[config.mk]
export PLATFORM = sky130hd
export DESIGN_NAME = booth_seq_ctrl_flat
export DESIGN_NICKNAME = d
export VERILOG_FILES = /design/src/rtl/booth_pkg.sv /design/src/rtl/booth_seq_ctrl_if.sv /design/src/rtl/booth_lat_timer.sv /design/src/rtl/booth_seq_ctrl.sv /design/src/flat_wrapper.sv
export SDC_FILE = /design/constraint.sdc
export NUM_CORES = 1
export LEC_CHECK = 0
export ABC_AREA = 1
export BUFFER_PORTS_ARGS = -buffer_cell sky130_fd_sc_hd__buf_2
export CAP_MARGIN = 20
export CORE_MARGIN = 2
export CORE_UTILIZATION = 52
export CTS_CLUSTER_DIAMETER = 60
export DETAILED_ROUTE_END_ITERATION = 8
export PLACE_DENSITY = 0.86
export SLEW_MARGIN = 20
export SYNTH_ARGS = -nofsm -noshare
export SYNTH_HDL_FRONTEND = slang
export SYNTH_SLANG_ARGS = --single-unit
[constraint.sdc]
create_clock -name clk -period 1.9 [get_ports clk]
set_clock_uncertainty 0.1 [all_clocks]
set_input_delay 0.475 -clock clk [delete_from_list [all_inputs] [get_ports clk]]
set_output_delay 0.475 -clock clk [all_outputs]
set_load 0.03 [all_outputs]
[src/rtl/booth_pkg.sv]
// -----------------------------------------------------------------------------
// booth_pkg
// Shared definitions for the sequential radix-2 Booth multiplier controller:
//   - state_e        : controller state encoding
//   - PAIR_ADD/SUB   : Booth pair codes {Q[0], q(-1)} that require an adder op
//   - DEF_*          : default widths and the latency of the 16-bit pipelined
//                      ripple-carry adder this block drives
//   - pair_needs_add : true when a Booth pair calls for an add or subtract
// -----------------------------------------------------------------------------
package booth_pkg;

    typedef enum logic [2:0] {
        IDLE  = 3'd0,
        EXAM  = 3'd1,
        WAIT  = 3'd2,
        SHIFT = 3'd3,
        DONE  = 3'd4
    } state_e;

    localparam logic [1:0] PAIR_ADD = 2'b01;
    localparam logic [1:0] PAIR_SUB = 2'b10;

    localparam int DEF_N       = 8;
    localparam int DEF_W       = 16;
    localparam int DEF_ADD_LAT = 16;

    function automatic logic pair_needs_add(input logic [1:0] pair);
        return (pair == PAIR_ADD) || (pair == PAIR_SUB);
    endfunction

endpackage

[src/rtl/booth_seq_ctrl_if.sv]
// -----------------------------------------------------------------------------
// booth_seq_ctrl_if
// Bundles the request/result handshake and the external adder bus.
//   start, mcand, mplier      : request side (into the controller)
//   busy, done, product       : result side (out of the controller)
//   add_a, add_b, add_cin     : adder operands (out of the controller)
//   add_s, add_cout           : adder result (into the controller)
// Modports: master = the Booth controller, slave = requester plus adder.
// -----------------------------------------------------------------------------
interface booth_seq_ctrl_if #(
    parameter int N = 8,
    parameter int W = 16
);
    logic             start;
    logic [N-1:0]     mcand;
    logic [N-1:0]     mplier;
    logic             busy;
    logic             done;
    logic [2*N-1:0]   product;
    logic [W-1:0]     add_a;
    logic [W-1:0]     add_b;
    logic             add_cin;
    logic [W-1:0]     add_s;
    logic             add_cout;

    modport master (
        input  start, mcand, mplier, add_s, add_cout,
        output busy, done, product, add_a, add_b, add_cin
    );

    modport slave (
        output start, mcand, mplier, add_s, add_cout,
        input  busy, done, product, add_a, add_b, add_cin
    );
endinterface

[src/rtl/booth_lat_timer.sv]
// -----------------------------------------------------------------------------
// booth_lat_timer
// Counts out the external adder latency for one add/sub.
//   clk      : rising-edge clock
//   rst      : synchronous active-high reset
//   i_load   : pulse on the edge entering WAIT; arms the timer with ADD_LAT
//   o_expire : high during the single cycle whose closing edge captures add_s
// Loaded with ADD_LAT, it counts down to zero, so WAIT lasts ADD_LAT+1 cycles.
// -----------------------------------------------------------------------------
module booth_lat_timer
    import booth_pkg::*;
#(
    parameter int ADD_LAT = DEF_ADD_LAT
) (
    input  logic clk,
    input  logic rst,
    input  logic i_load,
    output logic o_expire
);
    localparam int CW = $clog2(ADD_LAT + 1);

    logic [CW-1:0] r_cnt;
    logic          r_armed;

    // NOTE: sequential state uses non-blocking (<=) so every register samples
    // pre-edge values regardless of statement order.
    always_ff @(posedge clk) begin
        if (rst) begin
            r_cnt   <= '0;
            r_armed <= 1'b0;
        end else if (i_load) begin
            r_cnt   <= CW'(ADD_LAT);
            r_armed <= 1'b1;
        end else if (r_armed) begin
            if (r_cnt == '0) r_armed <= 1'b0;
            else             r_cnt   <= r_cnt - 1'b1;
        end
    end

    // Armed flag keeps the idle zero count from looking like an expiry.
    assign o_expire = r_armed && (r_cnt == '0);
endmodule

[src/rtl/booth_seq_ctrl.sv]
// -----------------------------------------------------------------------------
// booth_seq_ctrl
// Sequential radix-2 Booth multiplier (signed N x N -> 2N) that performs every
// add/subtract through an external pipelined adder of latency ADD_LAT.
//   clk  : rising-edge clock
//   rst  : synchronous active-high reset, overrides everything
//   bus  : booth_seq_ctrl_if.master
//          start/mcand/mplier in, busy/done/product out,
//          add_a/add_b/add_cin out (registered), add_s/add_cout in
// Booth state: r_acc (N+1 bits so M = -2^(N-1) is exact), r_qr, r_q1.
// -----------------------------------------------------------------------------
module booth_seq_ctrl
    import booth_pkg::*;
#(
    parameter int N       = DEF_N,
    parameter int W       = DEF_W,
    parameter int ADD_LAT = DEF_ADD_LAT
) (
    input  logic                clk,
    input  logic                rst,
    booth_seq_ctrl_if.master    bus
);
    localparam int            CNT_W = (N > 1) ? $clog2(N) : 1;
    localparam logic [CNT_W-1:0] LAST = CNT_W'(N - 1);

    state_e               r_state, w_state_nxt;
    logic signed [N:0]    r_acc;
    logic [N-1:0]         r_qr;
    logic                 r_q1;
    logic signed [N-1:0]  r_mr;
    logic [CNT_W-1:0]     r_cnt;
    logic [2*N-1:0]       r_product;
    logic [W-1:0]         r_add_a, r_add_b;
    logic                 r_add_cin;

    logic [1:0]           w_pair;
    logic                 w_timer_load, w_expire;
    logic signed [N:0]    w_sh_acc;
    logic [N-1:0]         w_sh_qr;
    logic                 w_sh_q1;
    logic                 w_unused;

    assign w_pair = {r_qr[0], r_q1};

    // Arithmetic right shift of {ACC, Qr, q1}: ACC sign bit is replicated.
    assign {w_sh_acc, w_sh_qr, w_sh_q1} = {r_acc[N], r_acc, r_qr};

    // Carry-out and adder bits above the ACC width carry no information.
    assign w_unused = ^{bus.add_cout, bus.add_s[W-1:N+1]};

    booth_lat_timer #(.ADD_LAT(ADD_LAT)) u_timer (
        .clk      (clk),
        .rst      (rst),
        .i_load   (w_timer_load),
        .o_expire (w_expire)
    );

    // NOTE: every output of this block gets a default first, so no path can
    // leave it unassigned and infer a latch.
    always_comb begin
        w_state_nxt  = r_state;
        w_timer_load = 1'b0;
        unique case (r_state)
            IDLE:  if (bus.start) w_state_nxt = EXAM;
            EXAM: begin
                if (pair_needs_add(w_pair)) begin
                    w_state_nxt  = WAIT;
                    w_timer_load = 1'b1;
                end else begin
                    w_state_nxt  = SHIFT;
                end
            end
            WAIT:  if (w_expire) w_state_nxt = SHIFT;
            SHIFT: w_state_nxt = (r_cnt == LAST) ? DONE : EXAM;
            DONE:  w_state_nxt = IDLE;
            default: w_state_nxt = IDLE;
        endcase
    end

    always_ff @(posedge clk) begin
        if (rst) begin
            r_state   <= IDLE;
            r_acc     <= '0;
            r_qr      <= '0;
            r_q1      <= 1'b0;
            r_mr      <= '0;
            r_cnt     <= '0;
            r_product <= '0;
            r_add_a   <= '0;
            r_add_b   <= '0;
            r_add_cin <= 1'b0;
        end else begin
            r_state <= w_state_nxt;
            unique case (r_state)
                IDLE: begin
                    if (bus.start) begin
                        r_mr  <= bus.mcand;
                        r_qr  <= bus.mplier;
                        r_acc <= '0;
                        r_q1  <= 1'b0;
                        r_cnt <= '0;
                    end
                end
                EXAM: begin
                    // Subtract is ACC + ~M + 1; size casts sign-extend to W.
                    if (w_pair == PAIR_ADD) begin
                        r_add_a   <= W'(r_acc);
                        r_add_b   <= W'(r_mr);
                        r_add_cin <= 1'b0;
                    end else if (w_pair == PAIR_SUB) begin
                        r_add_a   <= W'(r_acc);
                        r_add_b   <= ~W'(r_mr);
                        r_add_cin <= 1'b1;
                    end
                end
                WAIT: begin
                    if (w_expire) r_acc <= bus.add_s[N:0];
                end
                SHIFT: begin
                    r_acc <= w_sh_acc;
                    r_qr  <= w_sh_qr;
                    r_q1  <= w_sh_q1;
                    if (r_cnt == LAST) r_product <= {w_sh_acc[N-1:0], w_sh_qr};
                    else               r_cnt     <= r_cnt + 1'b1;
                end
                default: ;
            endcase
        end
    end

    assign bus.busy    = (r_state != IDLE);
    assign bus.done    = (r_state == DONE);
    assign bus.product = r_product;
    assign bus.add_a   = r_add_a;
    assign bus.add_b   = r_add_b;
    assign bus.add_cin = r_add_cin;
endmodule

[src/flat_wrapper.sv]
// flat-port wrapper written by rule: the top's interface ports become plain ports
module booth_seq_ctrl_flat import booth_pkg::*;
#(
    parameter int N       = DEF_N,
    parameter int W       = DEF_W,
    parameter int ADD_LAT = DEF_ADD_LAT
)
  (clk, rst, bus_start, bus_mcand, bus_mplier, bus_add_s, bus_add_cout, bus_busy, bus_done, bus_product, bus_add_a, bus_add_b, bus_add_cin);
  booth_seq_ctrl_if #(.N(N), .W(W)) bus_i ();
  input  logic clk;
  input  logic rst;
  input wire logic [$bits(bus_i.start)-1:0] bus_start;
  input wire logic [$bits(bus_i.mcand)-1:0] bus_mcand;
  input wire logic [$bits(bus_i.mplier)-1:0] bus_mplier;
  input wire logic [$bits(bus_i.add_s)-1:0] bus_add_s;
  input wire logic [$bits(bus_i.add_cout)-1:0] bus_add_cout;
  output wire logic [$bits(bus_i.busy)-1:0] bus_busy;
  output wire logic [$bits(bus_i.done)-1:0] bus_done;
  output wire logic [$bits(bus_i.product)-1:0] bus_product;
  output wire logic [$bits(bus_i.add_a)-1:0] bus_add_a;
  output wire logic [$bits(bus_i.add_b)-1:0] bus_add_b;
  output wire logic [$bits(bus_i.add_cin)-1:0] bus_add_cin;
  assign bus_i.start = bus_start;
  assign bus_i.mcand = bus_mcand;
  assign bus_i.mplier = bus_mplier;
  assign bus_i.add_s = bus_add_s;
  assign bus_i.add_cout = bus_add_cout;
  assign bus_busy = bus_i.busy;
  assign bus_done = bus_i.done;
  assign bus_product = bus_i.product;
  assign bus_add_a = bus_i.add_a;
  assign bus_add_b = bus_i.add_b;
  assign bus_add_cin = bus_i.add_cin;
  booth_seq_ctrl #(.N(N), .W(W), .ADD_LAT(ADD_LAT)) u_core (.clk(clk), .rst(rst), .bus(bus_i));
endmodule
==> impl_metrics.csv <==
group,metric,value,unit
global_routing,antenna_found_initial,0,
route,wire_per_inst,12.6,µm
yosys,ys_ff_latch,72,
floorplan,io_pins,87,
worst_setup_path,max_stage_delay,0.34,ns
clock_tree,cts_setup_buffers,0,
worst_setup_path,critical_path_class,"reg2out",
run,max_cap_viol_count,0,
yosys,yosysSeqAreaShare,46.4,%
place,numPortBuffers,78,
global_routing,grt_max_degree,43,
worst_setup_path,reg2reg_depth,9,
yosys,synth-main-ff-cell,"dfxtp_1",
global_routing,use_met1,27.4,%
clock_tree,clock_path_buffers,2,
route,drc,0,
clock_tree,h-tree-depth,3,
route,num_vias,2833,
worst_setup_path,cp_top_family,"flip-flops",
yosys,synth.largest_area_cell,"dfxtp_1",
worst_setup_path,crit_chain,"nor2_2, nand2_2, buf_2",
worst_setup_path,cp-end-kind,"output pin",
global_routing,grt_pass1_wl,11.3,mm
worst_setup_path,crit_slowest_cell,"dfxtp_1",
route,dr.first_iter.drc_count,182,
yosys,netlist_instances,412,
cells_and_area,fillers,500,
clock_tree,clock_sinks,72,
floorplan,start_util,53.1,%
global_routing,grt-ovfl-total,0,
sta,slew_headroom,66.8,%
route,drt_pass1_iterations,4,
cells_and_area,layout.nets,514,
cells_and_area,n_antenna_cell,0,
clock_tree,holdBufCountCts,0,
cells_and_area,seq_area,1440,µm²
sta,period_needed,1.71,ns
yosys,ys_async_sr_fraction,0,%
status,outcome,"completed",
sta,worst_pin_slew,0.498,ns
cells_and_area,drive_gt1_share,24.7,%
worst_setup_path,critPathLaunchType,"register",
floorplan,die_w,81.3,µm
worst_setup_path,cp.buffers_inverters,1,
yosys,synthesis.area,3110,µm²
place,detailed_place.area,3450,µm²
yosys,ys_types,28,
route,final_antenna_net_count,0,
sta,setup_tns,0,ns
worst_setup_path,crit_path_max_fanout,4,
yosys,ys_top_cells_by_count,"nand2_1, dfxtp_1, nor2_1",
sta,slew_violations,0,
sta,fmax,583,MHz
yosys,synth_top_area_share,46.4,%
sta,finalSetupViolations,0,
worst_setup_path,timing.critical_path.arrival,1.14,ns
worst_setup_path,cp.required,1.32,ns
worst_setup_path,cp_num_cells,3,
sta,hold_viol,0,
clock_tree,ctsResizeCount,0,
floorplan,die_area,6610,µm²
yosys,yosysMostFrequentCell,"nand2_1",
power_and_ir_drop,power,0.00378,W
power_and_ir_drop,p_per_area,1030,nW/µm²
clock_tree,cts_root_buf,"clkbuf_8",
floorplan,rows,28,
clock_tree,cts_buffers,9,
clock_tree,insertion_delay,0.34,ns
min_path,min_path_type,"in2reg",
place,dp_hpwl,4.84,mm
power_and_ir_drop,ir_drop,0.688,mV
cells_and_area,syn_to_final_growth,17.7,%
yosys,yosysWarnings,0,
power_and_ir_drop,cellLeakagePower,1.76,nW
cells_and_area,multi_input_area,1320,µm²
route,totalWireLength,6.97,mm
global_routing,use_met2,36.4,%
place,gp_congestion,0.887,
floorplan,die_h,81.3,µm
global_routing,grtUsageTotal,22.2,%
yosys,synth_nets,452,
route,routed_via_density,5.12,
global_routing,busiest_layer,"met2",
sta,grt_setup_unrepaired,"false",
clock_tree,cts_tree,"done",
yosys,synth-edff-count,0,
clock_tree,path_clk_slew,0.07,ns
floorplan,coreArea,5850,µm²
global_routing,grt_use_met3,4.33,%
cells_and_area,final_area,3650,µm²
cells_and_area,final_util,62.5,%
min_path,holdPathStages,3,
yosys,syn_area_per_cell,7.54,µm²
sta,period_share,90.3,%
global_routing,first_global_vias,2636,
yosys,yosys-top-cells-area,"dfxtp_1, nand2_1, a21oi_1",
metrics by stage:
step	setup WS, ns	hold slack (ns)	instances
floorplan	0.352	0.339	412
global placement	0.241	0.347	538
detailed placement	0.173	0.352	538
CTS	0.155	0.251	553
global route	0.0857	0.267	553
finish	0.185	0.254	553
cell usage in the layout (no fill, tap or decap), types with 9 or more instances in the layout:
cell / n
a21oi_1: 47
buf_2: 78
buf_4: 9
clkbuf_8: 12
dfxtp_1: 72
inv_1: 25
nand2_1: 74
nand3_1: 24
nor2_1: 51
o21ai_0: 45
tightest hold or removal path: stages:
cell and delay, ns:
buf_2 0.08, nor2_1 0.03, nor2_1 0.08
cell families after synthesis:
family,synth area share [%]
simple gates,22.7
xor+xnor,2.54
compound gates,15.5
buf+inv,11.2
flops,46.4
fa+ha+maj,1.61
cell type report:
cell class,instances,area share [%]
multi-input combinational,272,36.1
timing repair buffer,88,13.1
clock buffer,13,4.62
clock inverter,2,1.03
sequential,72,39.4
tap,75,2.57
inverter,31,3.18
power breakdown:
group | internal, W | leakage, nW | switching [W]
Sequential | 0.00165 | 0.587 | 0.0000908
Clock | 0.000707 | 0.102 | 0.000524
Combinational | 0.000254 | 1.08 | 0.000551
path summary, 6_finish.rpt:
| check | startpoint | to | slack [ns] |
|---|---|---|---|
| min reg2reg | u_core.bus.product[9] | u_core.bus.product[9] | 0.36 |
| max reg2reg | u_core.r_cnt[1] | u_core.r_cnt[1] | 0.22 |
| max | u_core.r_state[0] | bus_busy | 0.19 |
| min | bus_mcand[7] | u_core.r_mr[7] | 0.25 |
routing by layer:
metal,share of wire (%),routed length (µm)
met2,49,3390
met3,6.4,449
met4,2.2,156
met1,43,2970
met5,0,0
flip-flops by register name (all words and copies together) (netlist names):
signal / flops
u_core.bus.product: 16
u_core.bus.add_a: 9
u_core.r_acc: 9
u_core.bus.add_b: 8
u_core.r_mr: 8
u_core.r_qr: 8
u_core.u_timer.r_cnt: 5
u_core.r_cnt: 3
u_core.r_state: 3
u_core.bus.add_cin: 1
u_core.r_q1: 1
u_core.u_timer.r_armed: 1
Note: power is estimated with default switching activity, not from simulation.
